## config.mk

```make
export PLATFORM = sky130hd
export DESIGN_NAME = fetch_buffer
export DESIGN_NICKNAME = d
export VERILOG_FILES = /design/src/rtl/fetch_buffer.sv
export SDC_FILE = /design/constraint.sdc
export NUM_CORES = 1
export LEC_CHECK = 0
export ABC_AREA = 1
export CORE_MARGIN = 4
export CORE_UTILIZATION = 30
export CTS_BUF_LIST = sky130_fd_sc_hd__clkbuf_2 sky130_fd_sc_hd__clkbuf_4 sky130_fd_sc_hd__clkbuf_8
export CTS_CLUSTER_DIAMETER = 60
export DETAILED_ROUTE_END_ITERATION = 7
export PLACE_DENSITY = 0.49
export SLEW_MARGIN = 20
export SYNTH_ARGS = -nofsm -noshare
export SYNTH_HDL_FRONTEND = slang
export SYNTH_SLANG_ARGS = --single-unit
```

## constraint.sdc

```tcl
create_clock -name clk -period 4.9 [get_ports clk]
set_input_delay 0.49 -clock clk [delete_from_list [all_inputs] [get_ports clk]]
set_output_delay 0.49 -clock clk [all_outputs]
set_load 0.005 [all_outputs]
```

## src/rtl/fetch_buffer.sv

```systemverilog
// fetch_buffer: decouples the instruction fetch unit from decode.
// Each accepted fetch result has its 32-bit instruction word extracted from
// the I-cache line and is held in a small circular FIFO. A fetch fault is
// stored as a single faulting entry. After that, all input is dropped until a
// flush or reset redirects the front end.
// Optional feature: define RAFI_FETCH_BUFFER_BYPASS_EN so that an empty queue
// forwards the incoming fetch result combinationally to decode. In the default
// build this feature is off and the design is a pure one-cycle-latency queue.
module fetch_buffer #(
    parameter int DEPTH      = 4,
    parameter int LINE_BYTES = 16
) (
    input  logic                    clk,
    input  logic                    rst,
    input  logic                    inValid,
    input  logic                    inFault,
    input  logic [31:0]             inPc,
    input  logic [LINE_BYTES*8-1:0] inLine,
    output logic                    stall,
    input  logic                    flush,
    output logic                    outValid,
    input  logic                    outReady,
    output logic [31:0]             outInsn,
    output logic [31:0]             outPc,
    output logic                    outFault
);

    localparam int PTR_W = $clog2(DEPTH);
    localparam int CNT_W = PTR_W + 1;
    localparam int WORDS = LINE_BYTES / 4;

    // Select the little-endian word of the line addressed by pc; pc[1:0] is ignored.
    function automatic logic [31:0] extract_word(input logic [LINE_BYTES*8-1:0] line,
                                                 input logic [31:0]             pc);
        logic [31:0] idx;
        logic [31:0] word;
        idx  = (pc >> 2) & 32'(WORDS - 1);
        word = 32'h0000_0000;
        for (int i = 0; i < WORDS; i++) begin
            if (idx == 32'(i)) begin
                word = line[i*32 +: 32];
            end else begin
                word = word;
            end
        end
        return word;
    endfunction

    // Queue storage; data is only observed through the count-gated head.
    logic [31:0]      insn_mem_q  [DEPTH];
    logic [31:0]      pc_mem_q    [DEPTH];
    logic             fault_mem_q [DEPTH];

    logic [PTR_W-1:0] rd_ptr_q, rd_ptr_d;
    logic [PTR_W-1:0] wr_ptr_q, wr_ptr_d;
    logic [CNT_W-1:0] count_q,  count_d;
    logic             fault_pending_q, fault_pending_d;

    logic             head_valid_s;
    logic             stall_s;
    logic             bypass_s;
    logic             accept_s;
    logic             enq_s;
    logic             deq_s;
    logic [31:0]      in_insn_s;

    assign head_valid_s = (count_q != {CNT_W{1'b0}});
    assign stall_s      = (count_q == CNT_W'(DEPTH));
    assign in_insn_s    = inFault ? 32'h0000_0000 : extract_word(inLine, inPc);

`ifdef RAFI_FETCH_BUFFER_BYPASS_EN
    assign bypass_s = !head_valid_s && inValid && !flush && !fault_pending_q;
`else
    assign bypass_s = 1'b0;
`endif

    // An input is accepted when there is room, no flush and no outstanding fault.
    assign accept_s = inValid && !stall_s && !flush && !fault_pending_q;
    // A bypassed input consumed by decode in the same cycle is never written.
    assign enq_s    = accept_s && !(bypass_s && outReady);
    assign deq_s    = head_valid_s && outReady && !flush;

    // Next-state for pointers, occupancy and the sticky fault flag.
    always_comb begin
        rd_ptr_d        = rd_ptr_q;
        wr_ptr_d        = wr_ptr_q;
        count_d         = count_q;
        fault_pending_d = fault_pending_q;
        if (flush) begin
            rd_ptr_d        = {PTR_W{1'b0}};
            wr_ptr_d        = {PTR_W{1'b0}};
            count_d         = {CNT_W{1'b0}};
            fault_pending_d = 1'b0;
        end else begin
            if (enq_s) begin
                wr_ptr_d = wr_ptr_q + PTR_W'(1);
            end else begin
                wr_ptr_d = wr_ptr_q;
            end
            if (deq_s) begin
                rd_ptr_d = rd_ptr_q + PTR_W'(1);
            end else begin
                rd_ptr_d = rd_ptr_q;
            end
            case ({enq_s, deq_s})
                2'b10:   count_d = count_q + CNT_W'(1);
                2'b01:   count_d = count_q - CNT_W'(1);
                default: count_d = count_q;
            endcase
            if (accept_s && inFault) begin
                fault_pending_d = 1'b1;
            end else begin
                fault_pending_d = fault_pending_q;
            end
        end
    end

    // Control state register with synchronous reset taking priority over everything.
    always_ff @(posedge clk) begin
        if (rst) begin
            rd_ptr_q        <= {PTR_W{1'b0}};
            wr_ptr_q        <= {PTR_W{1'b0}};
            count_q         <= {CNT_W{1'b0}};
            fault_pending_q <= 1'b0;
        end else begin
            rd_ptr_q        <= rd_ptr_d;
            wr_ptr_q        <= wr_ptr_d;
            count_q         <= count_d;
            fault_pending_q <= fault_pending_d;
        end
    end

    // Write the accepted entry at the tail; reset suppresses the write.
    always_ff @(posedge clk) begin
        if (!rst && enq_s) begin
            insn_mem_q[wr_ptr_q]  <= in_insn_s;
            pc_mem_q[wr_ptr_q]    <= inPc;
            fault_mem_q[wr_ptr_q] <= inFault;
        end
    end

    // Present the head entry, the bypassed input, or zeros when nothing is valid.
    always_comb begin
        outValid = 1'b0;
        outInsn  = 32'h0000_0000;
        outPc    = 32'h0000_0000;
        outFault = 1'b0;
        if (head_valid_s) begin
            outValid = 1'b1;
            outInsn  = insn_mem_q[rd_ptr_q];
            outPc    = pc_mem_q[rd_ptr_q];
            outFault = fault_mem_q[rd_ptr_q];
        end else if (bypass_s) begin
            outValid = 1'b1;
            outInsn  = in_insn_s;
            outPc    = inPc;
            outFault = inFault;
        end else begin
            outValid = 1'b0;
        end
    end

    assign stall = stall_s;

endmodule

```

* Word level (Yosys, flattened, before mapping)
Memory sizes are Yosys's and may differ from the RTL's. A register that Yosys moved wholly into a read port is not among the register bits. Index checks and enable logic that the tools add are counted.
Storage, ports and cells: memories kept 3, latch bits 0, output and inout bits 67, bits in registers 8, bits in read-only memories 0, bits in writable memories 260, logic and storage cells 50
Memory list:
- insn_mem_q | depth 4, width 32, rd ports 1, clocked after Yosys merged registers in 1, write ports 1, RTL line 50 | logic [31:0] insn_mem_q [DEPTH];
- pc_mem_q | depth 4, width 32, rd ports 1, clocked after Yosys merged registers in 1, write ports 1, RTL line 51 | logic [31:0] pc_mem_q [DEPTH];
- fault_mem_q | depth 4, width 1, rd ports 1, clocked after Yosys merged registers in 1, write ports 1, RTL line 52 | logic fault_mem_q [DEPTH];
Cells by class: divide/modulo/power cells 0, add/subtract/negate cells 4, order comparisons 0, shift operators 0, bitwise gates (word level) 0, multiply operators 0, multiplexer cells 18, eq/ne operators 6, reductions and logical operators 15
Operators by type and width (count):
- two-way mux 32 bit | 7
- logical NOT 32 bit | 1
- two-way mux 2 bit | 6
- logical AND 1 bit | 7
- equality test 2 bit (second input constant) | 3
- one-hot mux 3 bit (2 select lines) | 1
- adder 2 x 1 -> 2 bit (second input constant) | 2
- equality test 2 x 1 -> 1 bit (second input constant) | 2
- logical NOT 1 bit | 4
- two-way mux 1 bit | 4
- adder 3 x 1 -> 3 bit (second input constant) | 1
- equality test 3 bit (second input constant) | 1
- nonzero test 3 bit | 1
- subtractor 3 x 1 -> 3 bit (second input constant) | 1
- nonzero test 2 bit | 1
- OR reduction 2 bit | 1

* Longest topological paths before layout
word-level depth 8, gate-level depth with buffers 13, mapped depth without buffers 13

* Worst setup path after synthesis
Ideal clock, no wire load.
kind input -> register, start input flush, end memory fault_mem_q[0] (enable), data required time 4.411 ns, library setup time 0.489 ns, buffers on the path 0, data arrival time 3.744 ns, cell stages on the path 5, slack 0.667 ns, cell sequence inv_1 -> nand2_1 -> nor2_1 -> nand3b_1 -> nor2_1
On the way: longest elaborated chain between the ends 6
RTL lines:
- start: declaration | RTL line 20 | input logic flush,
- logical NOT 1 bit | RTL line 78 | assign accept_s = inValid && !stall_s && !flush && !fault_pending_q;
- logical AND 1 bit (2 in series) | RTL line 78
- logical AND 1 bit | RTL line 135 | if (!rst && enq_s) begin
- two-way mux 1 bit | RTL line 135
- two-way mux 1 bit (implied by the code) | RTL line 138 | fault_mem_q[wr_ptr_q] <= inFault;
- end: declaration | RTL line 52
Every way passes these cells.

==> reports/qor.yml <==
yosys:
  synth_area_leader_cell: "edfxtp_1"
  async_reset_ff_share_pct: 0
  synth_nets: 1303
  syn_area_mm2: 0.0119
  netlist.area_leader.share_pct: 65.6
  synthMuxAreaShare_pct: 0
  ys_dominant_reg_cell: "edfxtp_1"
  synth_fa_ha_area_share_pct: 0.694
  ys_warn_count: 0
  syn_inst: 1131
  synth_edf_count: 260
  yosysMostFrequentCell: "nor2_1"
  synth_cell_types: 22
  ys_ff_latch: 270
  synth_common_cells: "nor2_1 (311), edfxtp_1 (260), o21ai_0 (117)"
  avgSynthCellArea_um2: 10.5
  synth_top_family_by_area: "simple AND/OR/NAND/NOR gates"
  synth_xor_xnor_area_share_pct: 0
  synth_compound_area_share_pct: 10.5
  synth-seq-area-share_pct: 67.3
  synthSimpleGateAreaFrac_pct: 15.7
  ys_top_cells_by_area: "edfxtp_1 (66%), nor2_1 (9.8%), o21ai_0 (4.9%), a21oi_1 (3.6%), nand2_1 (3.1%)"
critical_path:
  worstPathRequired_ps: 4410
  cpMaxStageDelayCell: "inv_4"
  r2r_slack_ps: 2390
  startpoint_type: "register"
  cp_data_arrival_time_ps: 3410
  path_cells: "inv_4, buf_4, o21ai_0, a21oi_1, clkdlybuf4s50_1"
  cp_num_buf_inv: 3
  critPathMaxStageDelay_ps: 890
  path_class: "register to primary output"
  end_kind: "primary output"
  r2r-start: "fault_pending_q$_SDFFE_PP0P_"
  cp_max_fo: 105
  crit_family: "buffers and inverters"
drt:
  drc: 0
  avgViaCountPerCell: 4.60
  vias: 8739
  wl_per_cell_um: 17.9
  wirelength_um: 34000
  drt_pass1_iterations: 4
  ant_nets: 0
  drtIter0Drc: 493
timing:
  final-hold-violation-count: 0
  tightest_slew_ps: 1120
  drv_slew: 0
  timing.fmax_mhz: 257
  relSlewSlack_pct: 25.6
  finalCritPeriodShare_pct: 79.5
  finalSetupViolations: 0
  fin_crit_ps: 3900
  fin_skew_ps: 11.6
  tns_ps: 0
  rsz0062_at_grt: "false"
layout:
  syn_to_final_growth_pct: 29.4
  drive_gt1_share_pct: 6.73
  nNetsFinal: 1525
outcome:
  status: "complete, no violations"
placement:
  post-dp-hpwl_um: 20400
  port_buffers: 232
  place_congestion: 0.747
clock_network:
  post_cts_buffers: 0
  cts_buffers: 46
  postCtsHoldBufs: 0
  cts-root-buf: "clkbuf_8"
  clkLatencyLatePin_ps: 550
  cts_tree: "built"
  cts.clk_slew.worst_paths_ps: 60
  post_cts_resized: 0
  clkSinkCount: 270
  clock_path_buffers: 3
  ctsHtreeMaxLevel: 2
pwr:
  pwr-share-clk_pct: 37.9
  vdd_drop_max_uv: 144
  combinationalPowerShare_pct: 8.7
  finalPower_uw: 4820
  powerDensity_mw_per_mm2: 313
  p_leak_uw: 0.00547
  switchingPower_uw: 1070
  sw_frac_of_total_pct: 22.2
  internal-power_uw: 3750
  p_seq_share_pct: 53.4
min_path:
  hold_path.class: "register to register"
  hp-start: "fault_pending_q$_SDFFE_PP0P_"
global_route:
  gr-total-overflow: 0
  grt_usage_pct: 15.2
  antenna_found_initial: 1
  grt_max_degree: 106
  grt_pass1_wl_um: 51400
  grt_pass1_vias: 8522
floorplan:
  die_y_um: 207
  io_pins: 233
  rows: 72
  core_mm2: 0.0389
  dieArea_mm2: 0.0429
  die_width_um: 207
  floorplan.initialDensity_pct: 30.6
job:
  cap_violations: 0
==> layout make-up <==
type	instances	area [µm²]
fill	3874	23500
sequential	270	8020
multi-input combinational	720	3230
timing repair buffer	244	2410
clock buffer	60	744
tap	518	648
inverter	71	270
clock inverter	16	68.8
antenna	1	2.50
==> stage by stage <==
step,cell area [µm²],utilization [%],hold WS (ps),worst slack (ps),cells
floorplan,11900,-,430,667,1131
global placement,14600,37.5,440,1540,1823
detailed placement,14600,37.5,446,1510,1823
CTS,15400,39.6,455,917,1899
global route,15400,39.6,493,670,1900
finish,15400,39.6,454,1000,1900
==> power by group through the flow <==
stage	clock [µW]	combinational (µW)	sequential (µW)
floorplan	0	164	2620
global placement	0	430	2620
detailed placement	0	431	2620
CTS	1890	433	2570
global route	2000	467	2570
finish	1830	422	2570
==> registers in the layout (all words and copies together) (netlist names), named ones only <==
| register | flops |
|---|---|
| count_q | 3 |
| fault_mem_q | 4 |
| rd_ptr_q | 2 |
| insn_mem_q | 128 |
| fault_pending_q | 1 |
| wr_ptr_q | 2 |
| pc_mem_q | 128 |
==> final timing paths <==
| check | end | cells past startpoint |
|---|---|---|
| setup / recovery | outPc[20] | 5 |
| hold / removal | fault_pending_q$_SDFFE_PP0P_ | 2 |
| setup reg to reg | insn_mem_q[1][12]$_DFFE_PP_ | 4 |
| hold reg to reg | fault_pending_q$_SDFFE_PP0P_ | 2 |
==> worst reg2reg max path: stages (launching register included) <==
cell and delay, ps:
dfxtp_1 310, nor2_1 340, nand3b_1 410, nor2_4 170
buf_4 820
==> layer usage <==
| metal | vias up | track usage [%] | share of wire [%] |
|---|---|---|---|
| li1 | 4306 | - | - |
| met2 | 247 | 24.7 | 47 |
| met5 | - | 0 | 0 |
| met4 | 0 | 3.26 | 1.7 |
| met1 | 4142 | 20.2 | 45 |
| met3 | 44 | 4.52 | 6.5 |
==> kinds of logic (layout without fill, tap and decap cells) <==
family,count (synthesis),count (layout)
compound gates,249,249
other cells,0,1
buf+inv,141,391
fa+ha+maj,6,6
flops,270,270
simple gates,465,465
==> placed cells by master, fill, tap and decap left out, drive strengths merged <==
cell and instances:
o21ai 163, clkdlybuf4s50 230, diode 1, o21bai 1, fa 1, edfxtp 260, clkbuf 60, nand3b 16
buf 14, nand3 36, dfxtp 10, inv 70, nor2 313, clkinvlp 1, clkinv 16, ha 5
nand2 100, a21oi 85
No activity file was read; power rests on OpenSTA's default activity.
